$ cat src/rtl/arm_hazard_ctrl.sv
// arm_hazard_ctrl: decode-side hazard unit for the forwarding ARM pipeline.
// Tracks in-flight writers in EX/MEM/WB and drives forwarding selects,
// load-use / flag-use stalls and the SWI halt drain sequence.
module arm_hazard_ctrl #(
    parameter int unsigned NUM_RD_PORTS = 3,
    parameter int unsigned DRAIN_CYCLES = 3
) (
    input  logic                        clk,
    input  logic                        rst,
    input  logic                        dcd_valid,
    input  logic [NUM_RD_PORTS-1:0]     mask_of_real_read_reg,
    input  logic [4*NUM_RD_PORTS-1:0]   read_reg_num,
    input  logic                        rd_we,
    input  logic [3:0]                  rd_num,
    input  logic                        rd_data_sel,
    input  logic                        cpsr_we,
    input  logic                        uses_cpsr,
    input  logic                        halted,
    output logic                        stall,
    output logic                        fetch_en,
    output logic [2*NUM_RD_PORTS-1:0]   fwd_sel,
    output logic                        halted_out,
    output logic                        busy
);

    localparam int unsigned CNT_W = (DRAIN_CYCLES > 1) ? $clog2(DRAIN_CYCLES) : 1;

    typedef enum logic [1:0] {
        ST_RUN,
        ST_DRAIN,
        ST_HALT
    } state_t;

    // One in-flight instruction: valid, writes reg, dest, is load, writes flags.
    typedef struct packed {
        logic       v;
        logic       we;
        logic [3:0] rd;
        logic       ld;
        logic       cw;
    } slot_t;

    localparam slot_t SLOT_EMPTY = '{v: 1'b0, we: 1'b0, rd: 4'h0, ld: 1'b0, cw: 1'b0};

    state_t             state_q, state_d;
    logic [CNT_W-1:0]   cnt_q, cnt_d;
    logic               halted_out_q;
    slot_t              ex_q, mem_q, wb_q;
    slot_t              ex_d;

    logic                       run;
    logic                       load_use;
    logic                       flag_stall;
    logic                       stall_int;
    logic [2*NUM_RD_PORTS-1:0]  fwd_int;
    logic [3:0]                 rr;

    // A slot produces register r unless r is the PC, which is never forwarded.
    function automatic logic writes(input slot_t s, input logic [3:0] r);
        return s.v && s.we && (s.rd == r) && (r != 4'hF);
    endfunction

    assign run = (state_q == ST_RUN);

    // Per-port forwarding select (youngest writer wins) and load-use detection.
    always_comb begin
        fwd_int  = '0;
        load_use = 1'b0;
        rr       = 4'h0;
        for (int unsigned i = 0; i < NUM_RD_PORTS; i++) begin
            rr = read_reg_num[4*i +: 4];
            if (mask_of_real_read_reg[i] && run) begin
                if (writes(ex_q, rr)) begin
                    fwd_int[2*i +: 2] = 2'd1;
                    if (ex_q.ld) begin
                        load_use = 1'b1;
                    end
                end else if (writes(mem_q, rr)) begin
                    fwd_int[2*i +: 2] = 2'd2;
                end else if (writes(wb_q, rr)) begin
                    fwd_int[2*i +: 2] = 2'd3;
                end
            end
        end
    end

    // Stall when a dependent load or a flag producer is one stage ahead.
    always_comb begin
        flag_stall = uses_cpsr && ex_q.v && ex_q.cw;
        stall_int  = dcd_valid && run && (load_use || flag_stall);
    end

    // EX input: decoded instruction when it advances, bubble otherwise (SWI included).
    always_comb begin
        ex_d = SLOT_EMPTY;
        if (dcd_valid && run && !stall_int && !halted) begin
            ex_d.v  = 1'b1;
            ex_d.we = rd_we;
            ex_d.rd = rd_num;
            ex_d.ld = !rd_data_sel;
            ex_d.cw = cpsr_we;
        end
    end

    // Tracker shift register EX -> MEM -> WB.
    always_ff @(posedge clk or posedge rst) begin
        if (rst) begin
            ex_q  <= SLOT_EMPTY;
            mem_q <= SLOT_EMPTY;
            wb_q  <= SLOT_EMPTY;
        end else begin
            ex_q  <= ex_d;
            mem_q <= ex_q;
            wb_q  <= mem_q;
        end
    end

    // Halt FSM next state: accept SWI, count the drain, then stop for good.
    always_comb begin
        state_d = state_q;
        cnt_d   = cnt_q;
        case (state_q)
            ST_RUN: begin
                if (dcd_valid && halted && !stall_int) begin
                    state_d = ST_DRAIN;
                    cnt_d   = CNT_W'(DRAIN_CYCLES - 1);
                end
            end
            ST_DRAIN: begin
                if (cnt_q == '0) begin
                    state_d = ST_HALT;
                end else begin
                    cnt_d = cnt_q - CNT_W'(1);
                end
            end
            ST_HALT: begin
                state_d = ST_HALT;
            end
            default: begin
                state_d = ST_RUN;
                cnt_d   = '0;
            end
        endcase
    end

    // Halt FSM state, drain counter and the registered halt indication.
    always_ff @(posedge clk or posedge rst) begin
        if (rst) begin
            state_q      <= ST_RUN;
            cnt_q        <= '0;
            halted_out_q <= 1'b0;
        end else begin
            state_q      <= state_d;
            cnt_q        <= cnt_d;
            halted_out_q <= (state_q == ST_HALT);
        end
    end

    assign stall      = stall_int;
    assign fetch_en   = run && !stall_int && !(dcd_valid && halted);
    assign fwd_sel    = fwd_int;
    assign halted_out = halted_out_q;
    assign busy       = ex_q.v | mem_q.v | wb_q.v;

endmodule

$ cat config.mk
export PLATFORM = sky130hd
export DESIGN_NAME = arm_hazard_ctrl
export DESIGN_NICKNAME = d
export VERILOG_FILES = /design/src/rtl/arm_hazard_ctrl.sv
export SDC_FILE = /design/constraint.sdc
export NUM_CORES = 1
export LEC_CHECK = 0
export ABC_AREA = 1
export BUFFER_PORTS_ARGS = -buffer_cell sky130_fd_sc_hd__buf_2
export CORE_ASPECT_RATIO = 0.9
export CORE_MARGIN = 3
export CORE_UTILIZATION = 37
export CTS_CLUSTER_DIAMETER = 40
export CTS_CLUSTER_SIZE = 10
export DETAILED_ROUTE_END_ITERATION = 10
export PLACE_DENSITY = 0.62
export SLEW_MARGIN = 20
export SYNTH_ARGS = -nofsm -noshare
export SYNTH_HDL_FRONTEND = slang
export SYNTH_SLANG_ARGS = --single-unit
$ cat constraint.sdc
create_clock -name clk -period 1.6 [get_ports clk]
set_input_delay 0.32 -clock clk [delete_from_list [all_inputs] [get_ports clk]]
set_output_delay 0.32 -clock clk [all_outputs]
set_load 0.02 [all_outputs]
==> results_dict.tcl <==
set metrics [dict create \
    clkTransAtPathRegs_ps 80 \
    crit_required_ps 1280 \
    first_pass_iters 4 \
    violations "setup timing" \
    ys_seq_elements 25 \
    hold_slack_ps 77.6 \
    cellPowerDensity_mw_per_mm2 955 \
    clock-sinks 25 \
    ys_types 30 \
    grt_pass1_vias 1720 \
    die_h_um 70.3 \
    synth_area_mm2 0.00170 \
    synth_fa_ha_area_share_pct 3.68 \
    synth_top_family_by_area "simple AND/OR/NAND/NOR gates" \
    ir_drop_mv 0.528 \
    rows 22 \
    area.sequential_um2 632 \
    drive_above_1_share_pct 54.2 \
    grt_overflow 0 \
    num-nets-final 352 \
    io_buffers 36 \
    clk_root_buffer_cell "clkbuf_8" \
    rsz0062_at_grt "yes" \
    coreArea_mm2 0.00424 \
    drv_slew 0 \
    io_pins 37 \
    max_slew_margin_pct 76.0 \
    drc_errors 0 \
    die_w_um 77.5 \
    antenna_found_initial 0 \
    synth-compound-area-share_pct 9.57 \
    start_util_pct 40.1 \
    hold_viol_final 0 \
    yosysSeqAreaShare_pct 36.8 \
    dieArea_mm2 0.00545 \
    synthTopCellsByArea "dfrtp_1 37%, nand2_1 13%, inv_1 7.7%, ha_1 3.7%, nor2_2 3.7%" \
    critPathKind "reg -> out" \
    worst_setup_path_start_kind "flop" \
    multi_input_area_mm2 0.00112 \
    outcome "finished with violations" \
    synth_top_area_share_pct 36.8 \
    instances_no_fill 379 \
    arrival_ps 1700 \
    fmax_ghz 0.496 \
    p_leak_nw 1.37 \
    fillers 375 \
    yosysTopAreaCell "dfrtp_1" \
    cts_tree "yes" \
    setup_slack_ps -416 \
    clk_latency_ps 270 \
    diodes 0 \
    via_count 1761 \
    cts_buffers 3 \
    yosysWarningCount 0 \
    syn-num-nets 258 \
    critPathCaptureType "output port" \
    grt_pass1_wl_um 7580 \
    vias_per_cell 4.65 \
    htree_num_levels 1 \
    ctsHoldBuffers 0 \
    place_inst 364 \
    grt_usage_pct 17.3 \
    synth-simple-area-share_pct 35.5 \
    dpl.hpwl_um 3550 \
    grt_max_degree 26 \
    finalPower_w 0.00257 \
    drt-total-wl_um 4520 \
    netlist_instances 226 \
    clock_path_buffers 2 \
    cp_max_fo 6 \
    fin_crit_sh_pct 126 \
    antenna_left 0 \
    fin_crit_ps 2020 \
    synth_xor_area_share_pct 5.15 \
    skew_ps 1.06 \
    drt_iter0_markers 79 \
    maxCapViolCount 0 \
    setup_viol 16 \
    place.gp.congestion 0.860 \
    worst_pin_slew_ps 361 \
    syn_to_final_growth_pct 58.3 \
    min_path_type "in -> async" \
    routedWlPerCell_um 11.9 \
    avgSynthCellArea_um2 7.52 \
    synthMuxAreaShare_pct 0 \
]
-- worst max-delay path, stage by stage (launching register included) --
cell	delay (ps)
dfrtp_2	460
xor2_1	170
nor2_2	180
nand4_4	110
nand3_2	90
nand2_2	60
nand2_4	70
nand2_4	60
inv_4	70
nor2_4	30
buf_6	120
-- area by class of cell --
type,instances,area share (%)
multi-input combinational,159,41.6
timing repair buffer,89,24.4
sequential,25,23.5
inverter,42,6.04
tap,60,2.79
clock buffer,4,1.67
-- cells by family after synthesis --
family,count (synthesis)
and+or+nand+nor,117
buffers and inverters,42
xor gates and xnor gates,10
AOI/OAI and AO/OA,27
adders and majority gates,5
DFF,25
-- cell usage in the layout (no fill, tap or decap), drive strengths merged, types with 5 or more instances in the layout --
cell	synthesis	routed
inv	41	42
dfrtp	25	25
nor2	28	28
nand2	64	64
ha	5	5
buf	0	89
nand3	10	10
o22ai	5	5
xnor2	6	6
nand4	8	8
o21ai	5	5
a21oi	11	11
-- routing by layer --
| metal | GRT usage, % | vias up | part of all wire (%) |
|---|---|---|---|
| met5 | 0 | - | 0 |
| met4 | 5.14 | 0 | 1.6 |
| met3 | 2.45 | 9 | 6.0 |
| met2 | 29.6 | 52 | 48 |
| met1 | 22.4 | 795 | 44 |
| li1 | - | 905 | - |
-- flip-flops by register name (all words and copies together) (netlist names) --
signal / flops
ex_q: 8
mem_q: 6
wb_q: 6
cnt_q: 2
state_q: 2
halted_out: 1
-- metrics by stage --
stage	setup slack, ps	instance area, um2	setup TNS (ps)	utilization (%)
after floorplan	-46.6	1730	-46.6	-
after global placement	-196	2300	-1580	54.3
after detailed placement	-207	2300	-2140	54.3
after CTS	-398	2540	-3340	59.9
after global routing	-565	2690	-4950	63.5
final	-416	2690	-2980	63.5
-- cell usage after synthesis --
cell	n
clkinv_1	1
nor2_2	10
inv_2	6
dfrtp_1	25
or2_2	2
o21bai_1	2
a2111o_1	1
a211oi_1	1
o21ai_1	2
o21ai_0	3
o221ai_1	1
ha_1	5
o22ai_1	5
xnor2_1	6
nor2_1	16
nand2_4	2
nor4_1	3
nand4_4	2
inv_1	35
nand2_2	4
nand4_1	6
or3_1	1
xor2_1	4
o2111ai_1	1
nor2_4	2
nand3_2	2
nor3_4	1
nand2_1	58
a21oi_1	11
nand3_1	8
-- what timing repair did --
item | CTS | global route
endpoints found under the setup margin | 20 | 20
setup buffers | 10 | 2
gates resized for setup | 43 | 39
pin swaps | 24 | 25
endpoints found under the hold margin | 0 | 0
-- path summary, 6_finish.rpt --
kind | startpoint | end | slack (ps) | depth (start not counted)
min in group clk | rd_data_sel | ex_q[1]$_DFF_PP0_ | 200 | 2
worst max register to register | ex_q[4]$_DFF_PP0_ | ex_q[1]$_DFF_PP0_ | -30 | 11
worst min register to register | ex_q[6]$_DFF_PP0_ | mem_q[6]$_DFF_PP0_ | 390 | 0
worst max-delay path | ex_q[4]$_DFF_PP0_ | fetch_en | -420 | 10
worst min-delay path | rst | halted_out$_DFF_PP0_ | 80 | 3
max in group asynchronous | rst | wb_q[4]$_DFF_PP0_ | 1260 | 3
-- where the power goes --
part | internal [W] | leakage (nW) | switching [W]
clock | 0.000178 | 0.0228 | 0.000196
sequential | 0.000747 | 0.330 | 0.0000870
combinational | 0.000671 | 1.02 | 0.000691
total | 0.00160 | 1.37 | 0.000974
Note: power is estimated with default switching activity, not from simulation.
